--- src/rtl/sim_link_responder.sv ---
// Far-end responder for the car-to-simulator UART link.
// Receives 8N1 command bytes, decodes moving-state and beacon requests,
// sends a periodic detector-status byte back and tracks link liveness.
module sim_link_responder #(
  parameter int unsigned CLK_FREQ    = 100_000_000,
  parameter int unsigned BAUD        = 9600,
  parameter int unsigned REPORT_CYC  = 1_000_000,
  parameter int unsigned TIMEOUT_CYC = 5_000_000
) (
  input  logic       sys_clk,
  input  logic       rst,
  input  logic       rx,
  output logic       tx,
  input  logic [3:0] detector_in,
  output logic [3:0] moving_state,
  output logic       pl_beacon_pulse,
  output logic       de_beacon_pulse,
  output logic       frame_valid,
  output logic       frame_err,
  output logic       link_alive
);

  localparam int unsigned BIT_CYC  = CLK_FREQ / BAUD;
  localparam int unsigned HALF_CYC = BIT_CYC / 2;
  localparam int unsigned BW       = $clog2(BIT_CYC + 1);
  localparam int unsigned RW       = $clog2(REPORT_CYC + 1);
  localparam int unsigned TW       = $clog2(TIMEOUT_CYC + 1);

  localparam logic [BW-1:0] BIT_LAST  = BW'(BIT_CYC - 1);
  localparam logic [BW-1:0] HALF_LAST = BW'(HALF_CYC - 1);
  localparam logic [RW-1:0] REP_LAST  = RW'(REPORT_CYC - 1);
  localparam logic [TW-1:0] TO_MAX    = TW'(TIMEOUT_CYC);

  typedef enum logic [1:0] {RX_IDLE, RX_START, RX_DATA, RX_STOP} rx_state_t;
  typedef enum logic [1:0] {TX_IDLE, TX_START, TX_DATA, TX_STOP} tx_state_t;

  // receive path
  logic          rx_meta, rx_sync, rx_prev;
  rx_state_t     rx_state;
  logic [BW-1:0] rx_cnt;
  logic [2:0]    rx_idx;
  logic [7:0]    rx_shift;
  logic          rx_done, rx_stop_err;
  logic          frame_good;

  // decode history
  logic          pl_hist, de_hist;

  // report scheduler and transmitter
  logic [RW-1:0] rep_cnt;
  logic          rep_wrap;
  logic          rep_pend;
  logic [7:0]    rep_data;
  tx_state_t     tx_state;
  logic [BW-1:0] tx_cnt;
  logic [2:0]    tx_idx;
  logic [7:0]    tx_shift;

  // link monitor
  logic [TW-1:0] link_cnt;
  logic          link_seen;

  // Two-flop synchronizer plus one delayed copy for falling-edge detection
  always_ff @(posedge sys_clk) begin
    if (!rst) begin
      rx_meta <= 1'b1;
      rx_sync <= 1'b1;
      rx_prev <= 1'b1;
    end else begin
      rx_meta <= rx;
      rx_sync <= rx_meta;
      rx_prev <= rx_sync;
    end
  end

  // 8N1 receiver: mid-bit sampling, glitch rejection on the start bit
  always_ff @(posedge sys_clk) begin
    if (!rst) begin
      rx_state    <= RX_IDLE;
      rx_cnt      <= '0;
      rx_idx      <= '0;
      rx_shift    <= '0;
      rx_done     <= 1'b0;
      rx_stop_err <= 1'b0;
    end else begin
      rx_done     <= 1'b0;
      rx_stop_err <= 1'b0;
      case (rx_state)
        RX_IDLE: begin
          if (rx_prev && !rx_sync) begin
            rx_state <= RX_START;
            rx_cnt   <= '0;
          end
        end
        RX_START: begin
          if (rx_cnt == HALF_LAST) begin
            rx_cnt   <= '0;
            rx_idx   <= '0;
            rx_state <= rx_sync ? RX_IDLE : RX_DATA;
          end else begin
            rx_cnt <= rx_cnt + 1'b1;
          end
        end
        RX_DATA: begin
          if (rx_cnt == BIT_LAST) begin
            rx_cnt   <= '0;
            rx_shift <= {rx_sync, rx_shift[7:1]};
            rx_idx   <= rx_idx + 1'b1;
            if (rx_idx == 3'd7) rx_state <= RX_STOP;
          end else begin
            rx_cnt <= rx_cnt + 1'b1;
          end
        end
        RX_STOP: begin
          if (rx_cnt == BIT_LAST) begin
            rx_cnt      <= '0;
            rx_done     <= rx_sync;
            rx_stop_err <= !rx_sync;
            rx_state    <= RX_IDLE;
          end else begin
            rx_cnt <= rx_cnt + 1'b1;
          end
        end
        default: rx_state <= RX_IDLE;
      endcase
    end
  end

  assign frame_good = rx_done && (rx_shift[7:6] == 2'b10);

  // Frame decode: header check, moving state, beacon rising-edge pulses
  always_ff @(posedge sys_clk) begin
    if (!rst) begin
      moving_state    <= '0;
      pl_beacon_pulse <= 1'b0;
      de_beacon_pulse <= 1'b0;
      frame_valid     <= 1'b0;
      frame_err       <= 1'b0;
      pl_hist         <= 1'b0;
      de_hist         <= 1'b0;
    end else begin
      pl_beacon_pulse <= 1'b0;
      de_beacon_pulse <= 1'b0;
      frame_valid     <= 1'b0;
      frame_err       <= rx_stop_err;
      if (frame_good) begin
        moving_state    <= rx_shift[3:0];
        frame_valid     <= 1'b1;
        pl_beacon_pulse <= rx_shift[4] && !pl_hist;
        de_beacon_pulse <= rx_shift[5] && !de_hist;
        pl_hist         <= rx_shift[4];
        de_hist         <= rx_shift[5];
      end else if (rx_done) begin
        frame_err <= 1'b1;
      end
    end
  end

  // Free-running report period counter
  always_ff @(posedge sys_clk) begin
    if (!rst) begin
      rep_cnt <= '0;
    end else if (rep_wrap) begin
      rep_cnt <= '0;
    end else begin
      rep_cnt <= rep_cnt + 1'b1;
    end
  end

  assign rep_wrap = (rep_cnt == REP_LAST);

  // 8N1 transmitter with a single pending-request slot; a wrap in the same
  // cycle that a request is consumed re-arms the slot with fresh data
  always_ff @(posedge sys_clk) begin
    if (!rst) begin
      tx_state <= TX_IDLE;
      tx       <= 1'b1;
      tx_cnt   <= '0;
      tx_idx   <= '0;
      tx_shift <= '0;
      rep_pend <= 1'b0;
      rep_data <= '0;
    end else begin
      case (tx_state)
        TX_IDLE: begin
          if (rep_pend) begin
            tx_state <= TX_START;
            tx       <= 1'b0;
            tx_cnt   <= '0;
            tx_shift <= rep_data;
            rep_pend <= 1'b0;
          end
        end
        TX_START: begin
          if (tx_cnt == BIT_LAST) begin
            tx_cnt   <= '0;
            tx_idx   <= '0;
            tx       <= tx_shift[0];
            tx_shift <= {1'b0, tx_shift[7:1]};
            tx_state <= TX_DATA;
          end else begin
            tx_cnt <= tx_cnt + 1'b1;
          end
        end
        TX_DATA: begin
          if (tx_cnt == BIT_LAST) begin
            tx_cnt <= '0;
            if (tx_idx == 3'd7) begin
              tx       <= 1'b1;
              tx_state <= TX_STOP;
            end else begin
              tx_idx   <= tx_idx + 1'b1;
              tx       <= tx_shift[0];
              tx_shift <= {1'b0, tx_shift[7:1]};
            end
          end else begin
            tx_cnt <= tx_cnt + 1'b1;
          end
        end
        TX_STOP: begin
          if (tx_cnt == BIT_LAST) begin
            tx_cnt <= '0;
            if (rep_pend) begin
              tx_state <= TX_START;
              tx       <= 1'b0;
              tx_shift <= rep_data;
              rep_pend <= 1'b0;
            end else begin
              tx_state <= TX_IDLE;
            end
          end else begin
            tx_cnt <= tx_cnt + 1'b1;
          end
        end
        default: begin
          tx_state <= TX_IDLE;
          tx       <= 1'b1;
        end
      endcase
      if (rep_wrap) begin
        rep_pend <= 1'b1;
        rep_data <= {4'b0000, detector_in};
      end
    end
  end

  // Link timeout: cleared by each good frame, saturates at the limit
  always_ff @(posedge sys_clk) begin
    if (!rst) begin
      link_cnt  <= '0;
      link_seen <= 1'b0;
    end else if (frame_good) begin
      link_cnt  <= '0;
      link_seen <= 1'b1;
    end else if (link_cnt != TO_MAX) begin
      link_cnt <= link_cnt + 1'b1;
    end
  end

  assign link_alive = link_seen && (link_cnt < TO_MAX);

endmodule

--- config.mk ---
export PLATFORM = sky130hd
export DESIGN_NAME = sim_link_responder
export DESIGN_NICKNAME = d
export VERILOG_FILES = /design/src/rtl/sim_link_responder.sv
export SDC_FILE = /design/constraint.sdc
export NUM_CORES = 1
export LEC_CHECK = 0
export ABC_AREA = 1
export CAP_MARGIN = 20
export CELL_PAD_IN_SITES_DETAIL_PLACEMENT = 0
export CELL_PAD_IN_SITES_GLOBAL_PLACEMENT = 1
export CORE_ASPECT_RATIO = 0.8
export CORE_MARGIN = 2
export CORE_UTILIZATION = 45
export DETAILED_ROUTE_END_ITERATION = 10
export GPL_ROUTABILITY_DRIVEN = 0
export PLACE_DENSITY_LB_ADDON = 0.1
export SLEW_MARGIN = 20
export SYNTH_ARGS = -nofsm -noshare
export SYNTH_HDL_FRONTEND = slang
export SYNTH_SLANG_ARGS = --single-unit
--- constraint.sdc ---
create_clock -name sys_clk -period 2.15 [get_ports sys_clk]
set_input_delay 0.215 -clock sys_clk [delete_from_list [all_inputs] [get_ports sys_clk]]
set_output_delay 0.215 -clock sys_clk [all_outputs]
set_load 0.05 [all_outputs]
After elaboration in Yosys (flattened, before gate mapping). Cells that the tools add are included.

Add/subtract/negate cells: 6. Reduce and logical (&&, ||, !) cells: 27. Eq/ne operators: 26. Multiplexer cells: 46. Bitwise logic cells: 1. Magnitude comparators: 1.

Operator list (count): 14-bit 2-to-1 mux (5); 14-bit case mux with 3 select lines (1); 8-bit 2-to-1 mux (5); 8-bit case mux with 4 select lines (1); 14-bit by 1-bit adder with 14-bit output, second input constant (2); 14-bit equality test, second input constant (2); 14-bit case mux with 2 select lines (1); 23-bit by 1-bit adder with 23-bit output, second input constant (1); 23-bit < comparator, second input constant (1); 23-bit inequality test, second input constant (1); 2-bit 2-to-1 mux (11); 2-bit inequality test, second input constant (11); 20-bit by 1-bit adder with 20-bit output, second input constant (1); 20-bit equality test, second input constant (1); 2-bit case mux with 4 select lines (2); 3-bit 2-to-1 mux (5); 14-bit by 13-bit equality test with 1-bit output, second input constant (1); 3-bit case mux with 2 select lines (2); 1-bit 2-to-1 mux (11); 2-bit equality test, second input constant (5); 5-bit AND reduction (2); 3-bit AND reduction (3); 4-bit AND reduction (2); 3-bit by 1-bit adder with 3-bit output, second input constant (2); 14 further kinds (28).

Output and inout port bits: 10. Input port bits: 7. Bits in registers: 119.

Logic depth before layout (Yosys ltp).
Depth after elaboration: 4. Mapped depth: 13. Depth with buffers taken out: 12.

Worst setup path after synthesis. OpenSTA, ideal clock, no wires.

Kind: flip-flop to output port. Start: register link_cnt[15]. End: output link_alive. Stages on the path, launching flop included: 7. Arrival time: 1.493 ns. Setup slack: 0.442 ns. Cells stage by stage: dfxtp_1 nor2_1 inv_1 o21ai_0 o22a_1 nand3_1 nor2_1.

Cells in the longest elaborated chain, start to end: 2.

RTL lines: start: declaration (line 60) `logic [TW-1:0] link_cnt;`; start signal: assignment (line 256) `link_cnt <= link_cnt + 1'b1;`; 23-bit < comparator (line 260) `assign link_alive = link_seen && (link_cnt < TO_MAX);`; 1-bit logical AND (line 260); end: declaration (line 20) `output logic link_alive`.

No other way between the ends.

Worst setup path after layout.
Start: register link_cnt[16]. End: output link_alive.

Same word-level chain as after synthesis.

==> reports/qor.csv <==
stage,metric,value,unit
drt,Remaining DRCs,0,
clock_tree,CTS Buf Count,17,
drt,DRT Wirelength,13.5,mm
power,sw frac,26.4,%
global_route,All-Layer GR Usage,19.9,%
clock_tree,"Reg clk slew, reported paths",50,ps
setup_path,crit path DAT,1730,ps
floorplan,Initial Utilization,46.5,%
clock_tree,setup bufs post-CTS,0,
logic_synthesis,"flops & latches, synth",115,
finish,Layout Area Growth over Synthesis,14.9,%
sta,RSZ-0062 raised after global routing,no,
logic_synthesis,Area contributors post-synth,"dfxtp_1, nand2_1, nor2_1, inv_1, nand3_1",
sta,final worst-path cycle share,90.3,%
logic_synthesis,Yosys top cell area share,38.1,%
setup_path,Critical Path Sink Type,output pin,
clock_tree,Sink Count,115,
setup_path,required time of the critical path,1930,ps
sta,Max Slew Vio Count,0,
power,Internal,4070,µW
floorplan,height of the die,108,µm
power,leakage,0.00260,µW
placed_design,Place WS,278,ps
logic_synthesis,synthesized area,6050,µm²
clock_tree,worst-skew pair later-pin latency,410,ps
finish,Final Cell Area,6950,µm²
drt,vias,5437,
setup_path,"CP delay by family, top",simple AND/OR/NAND/NOR gates,
sta,Hold Fails Final Rpt,0,
drt,Initial DRC Count,307,
hold_path,HP Class,in -> reg,
logic_synthesis,Synth top cells by count,"nand2_1, nor2_1, dfxtp_1",
setup_path,Worst setup SP type,register,
sta,measured slew at the worst slew-check pin,559,ps
clock_tree,H-tree levels,4,
placed_design,hpwl dp,9.82,mm
drt,vias per std cell,4.94,
clock_tree,cts hold-fix bufs,0,
global_route,pin count of the biggest net entering global routing,21,
setup_path,Setup CP Type,reg -> out,
floorplan,Site Rows,37,
sta,minimum clock period,1940,ps
setup_path,CP bufs+invs,2,
setup_path,CP max FO,4,
sta,Fmax achieved,515,MHz
logic_synthesis,"count leader, synth",nand2_1,
clock_tree,clk root buf,clkbuf_16,
finish,layout cells sized above 1,12.1,%
logic_synthesis,Syn Nets,907,
logic_synthesis,leading area contributor after synthesis,dfxtp_1,
finish,# nets final,934,
power,Switch Pwr,1460,µW
clock_tree,CTS tree,yes,
logic_synthesis,Yosys cell types,43,
global_route,initial antenna violation count,0,
placed_design,placed cells,1069,
sta,Clock Skews,6.19,ps
sta,setup TNS,0,ps
power,Clock power frac,47.9,%
logic_synthesis,ys flop type,dfxtp_1,
placed_design,Port-buffer cells,16,
global_route,number of global-route vias before repair,4821,
floorplan,Top Ports,17,
power,pwr dens,796,nW/µm²
global_route,first-pass GRT wire length,22.9,mm
logic_synthesis,Post-Syn Area per Cell,6.82,µm²
setup_path,crit path max-delay cell type,dfxtp_1,
floorplan,DIE AREA,14400,µm²
sta,Max-slew headroom,62.7,%
power,Seq pwr share,40.8,%
clock_tree,Max Root-Sink Buffers,2,
global_route,grt ovf,0,
flow_run,MaxCap Viol Count,0,
placed_design,placed inst area,6390,µm²
logic_synthesis,number of flops mapped to enable cells by yosys,0,
logic_synthesis,Post-Synthesis Cells,886,
finish,Non-Filler Instances,1101,
setup_path,CP Cell Sequence,nor2_1 > inv_1 > o21ai_0 > o22a_1 > nand3_1 > nor2_2 > buf_12,
drt,Final ANT Viol Nets,0,
finish,fillcell total,1254,
drt,routed len/inst,12.2,µm
logic_synthesis,YS warnings,0,
sta,final setup vio count,0,
power,Max IR drop VDD,0.000798,V
sta,Setup WS post-layout,208,ps
logic_synthesis,sequential area share after synthesis,38.1,%
finish,ANT cells,0,
drt,1st-pass router iterations,5,
status,status,"complete, no violations",
power,Comb power frac,11.4,%
floorplan,CORE AREA,13000,µm²
logic_synthesis,asr flop ratio synth,0,%
floorplan,chip width,134,µm
setup_path,largest stage delay on the critical path,350,ps
==> path summary, 6_finish.rpt <==
| kind | from | end | slack (ps) | cells past startpoint |
|---|---|---|---|---|
| min | rx | rx_meta$_SDFF_PN1_ | 370 | 2 |
| min reg2reg | rx_meta$_SDFF_PN1_ | rx_sync$_SDFF_PN1_ | 410 | 1 |
| max reg2reg | tx_state[0]$_SDFFE_PN0P_ | tx_shift[3]$_SDFFE_PN0P_ | 280 | 7 |
| max | link_cnt[16]$_SDFFE_PP0N_ | link_alive | 210 | 7 |
==> logic make-up after synthesis <==
logic type	count (synthesis)	share of synthesized area [%]
buffers and inverters	133	8.96
XOR/XNOR	16	2.32
flip-flops	115	38.1
AND/OR/NAND/NOR	501	38.3
adder cells (fa/ha/maj)	14	2.90
AO/OA/AOI/OAI	107	9.48
==> power by group through the flow <==
stage	Clock [µW]	Combinational [µW]	Sequential, µW
floorplan	0	479	2310
finish	2650	628	2260
CTS	2720	628	2250
global placement	0	618	2300
global route	2800	715	2260
detailed placement	0	627	2300
==> layer usage <==
layer  wire length (µm)  vias up  global-route usage, %
li1                   -     2890                      -
met1               7190     2416                   29.4
met2               5520      113                   28.5
met3                584       18                   4.47
met4                173        0                   6.38
met5                  0        -                      0
==> worst reg2reg max path: cells and delay by family, from the launching register on <==
family                     cells  cell delay (ps)
AOI/OAI and AO/OA              1              470
adders and majority gates      1              340
buffers and inverters          2              240
DFF                            1              420
and+or+nand+nor                3              290
==> state kept, by name, indices dropped and copies added (netlist names), 2 cells and up, named ones only <==
register	cells
link_cnt	23
moving_state	4
rep_cnt	20
rep_data	4
rx_cnt	14
rx_idx	3
rx_shift	8
tx_cnt	14
tx_idx	3
tx_shift	4
tx_state	2
==> final cells by class <==
| class | instances | area [µm²] | share of cell area [%] |
|---|---|---|---|
| sequential | 115 | 2300 | 33.1 |
| clock inverter | 9 | 80.1 | 1.15 |
| clock buffer | 23 | 478 | 6.88 |
| tap | 175 | 219 | 3.15 |
| inverter | 118 | 443 | 6.37 |
| timing repair buffer | 23 | 223 | 3.20 |
| multi-input combinational | 638 | 3200 | 46.1 |
==> repair_timing <==
item / 4_1_cts / 5_1_grt
gates resized for setup: 0 / 1
endpoints found under the setup margin: 0 / 1
endpoints found under the hold margin: 0 / 0
==> placed cells by master, fill, tap and decap left out, types with 3 or more instances in the layout <==
cell type        instances
nand2_1                214
nor2_1                 115
dfxtp_1                115
inv_1                  100
nand3_1                 63
a21oi_1                 58
o21ai_0                 34
nor3_1                  25
nand4_1                 20
nand2_2                 17
clkbuf_16               17
inv_2                   16
clkdlybuf4s50_1         15
xor2_1                  14
ha_1                    14
nor2_2                  13
buf_4                    7
nor2_4                   6
nor3_2                   5
clkinv_2                 5
or2_2                    4
o21ai_1                  4
nand3_2                  3
nand3b_1                 3
o211ai_1                 3
clkbuf_1                 3
clkbuf_8                 3
==> stage by stage <==
stage | hold slack (ps) | total power, µW | util (%)
floorplan | 322 | 2790 | -
global placement | 396 | 2910 | 49.1
detailed placement | 400 | 2920 | 49.1
CTS | 346 | 5600 | 53.4
global route | 376 | 5780 | 53.4
finish | 366 | 5530 | 53.4
Note: power is estimated with default switching activity, not from simulation.
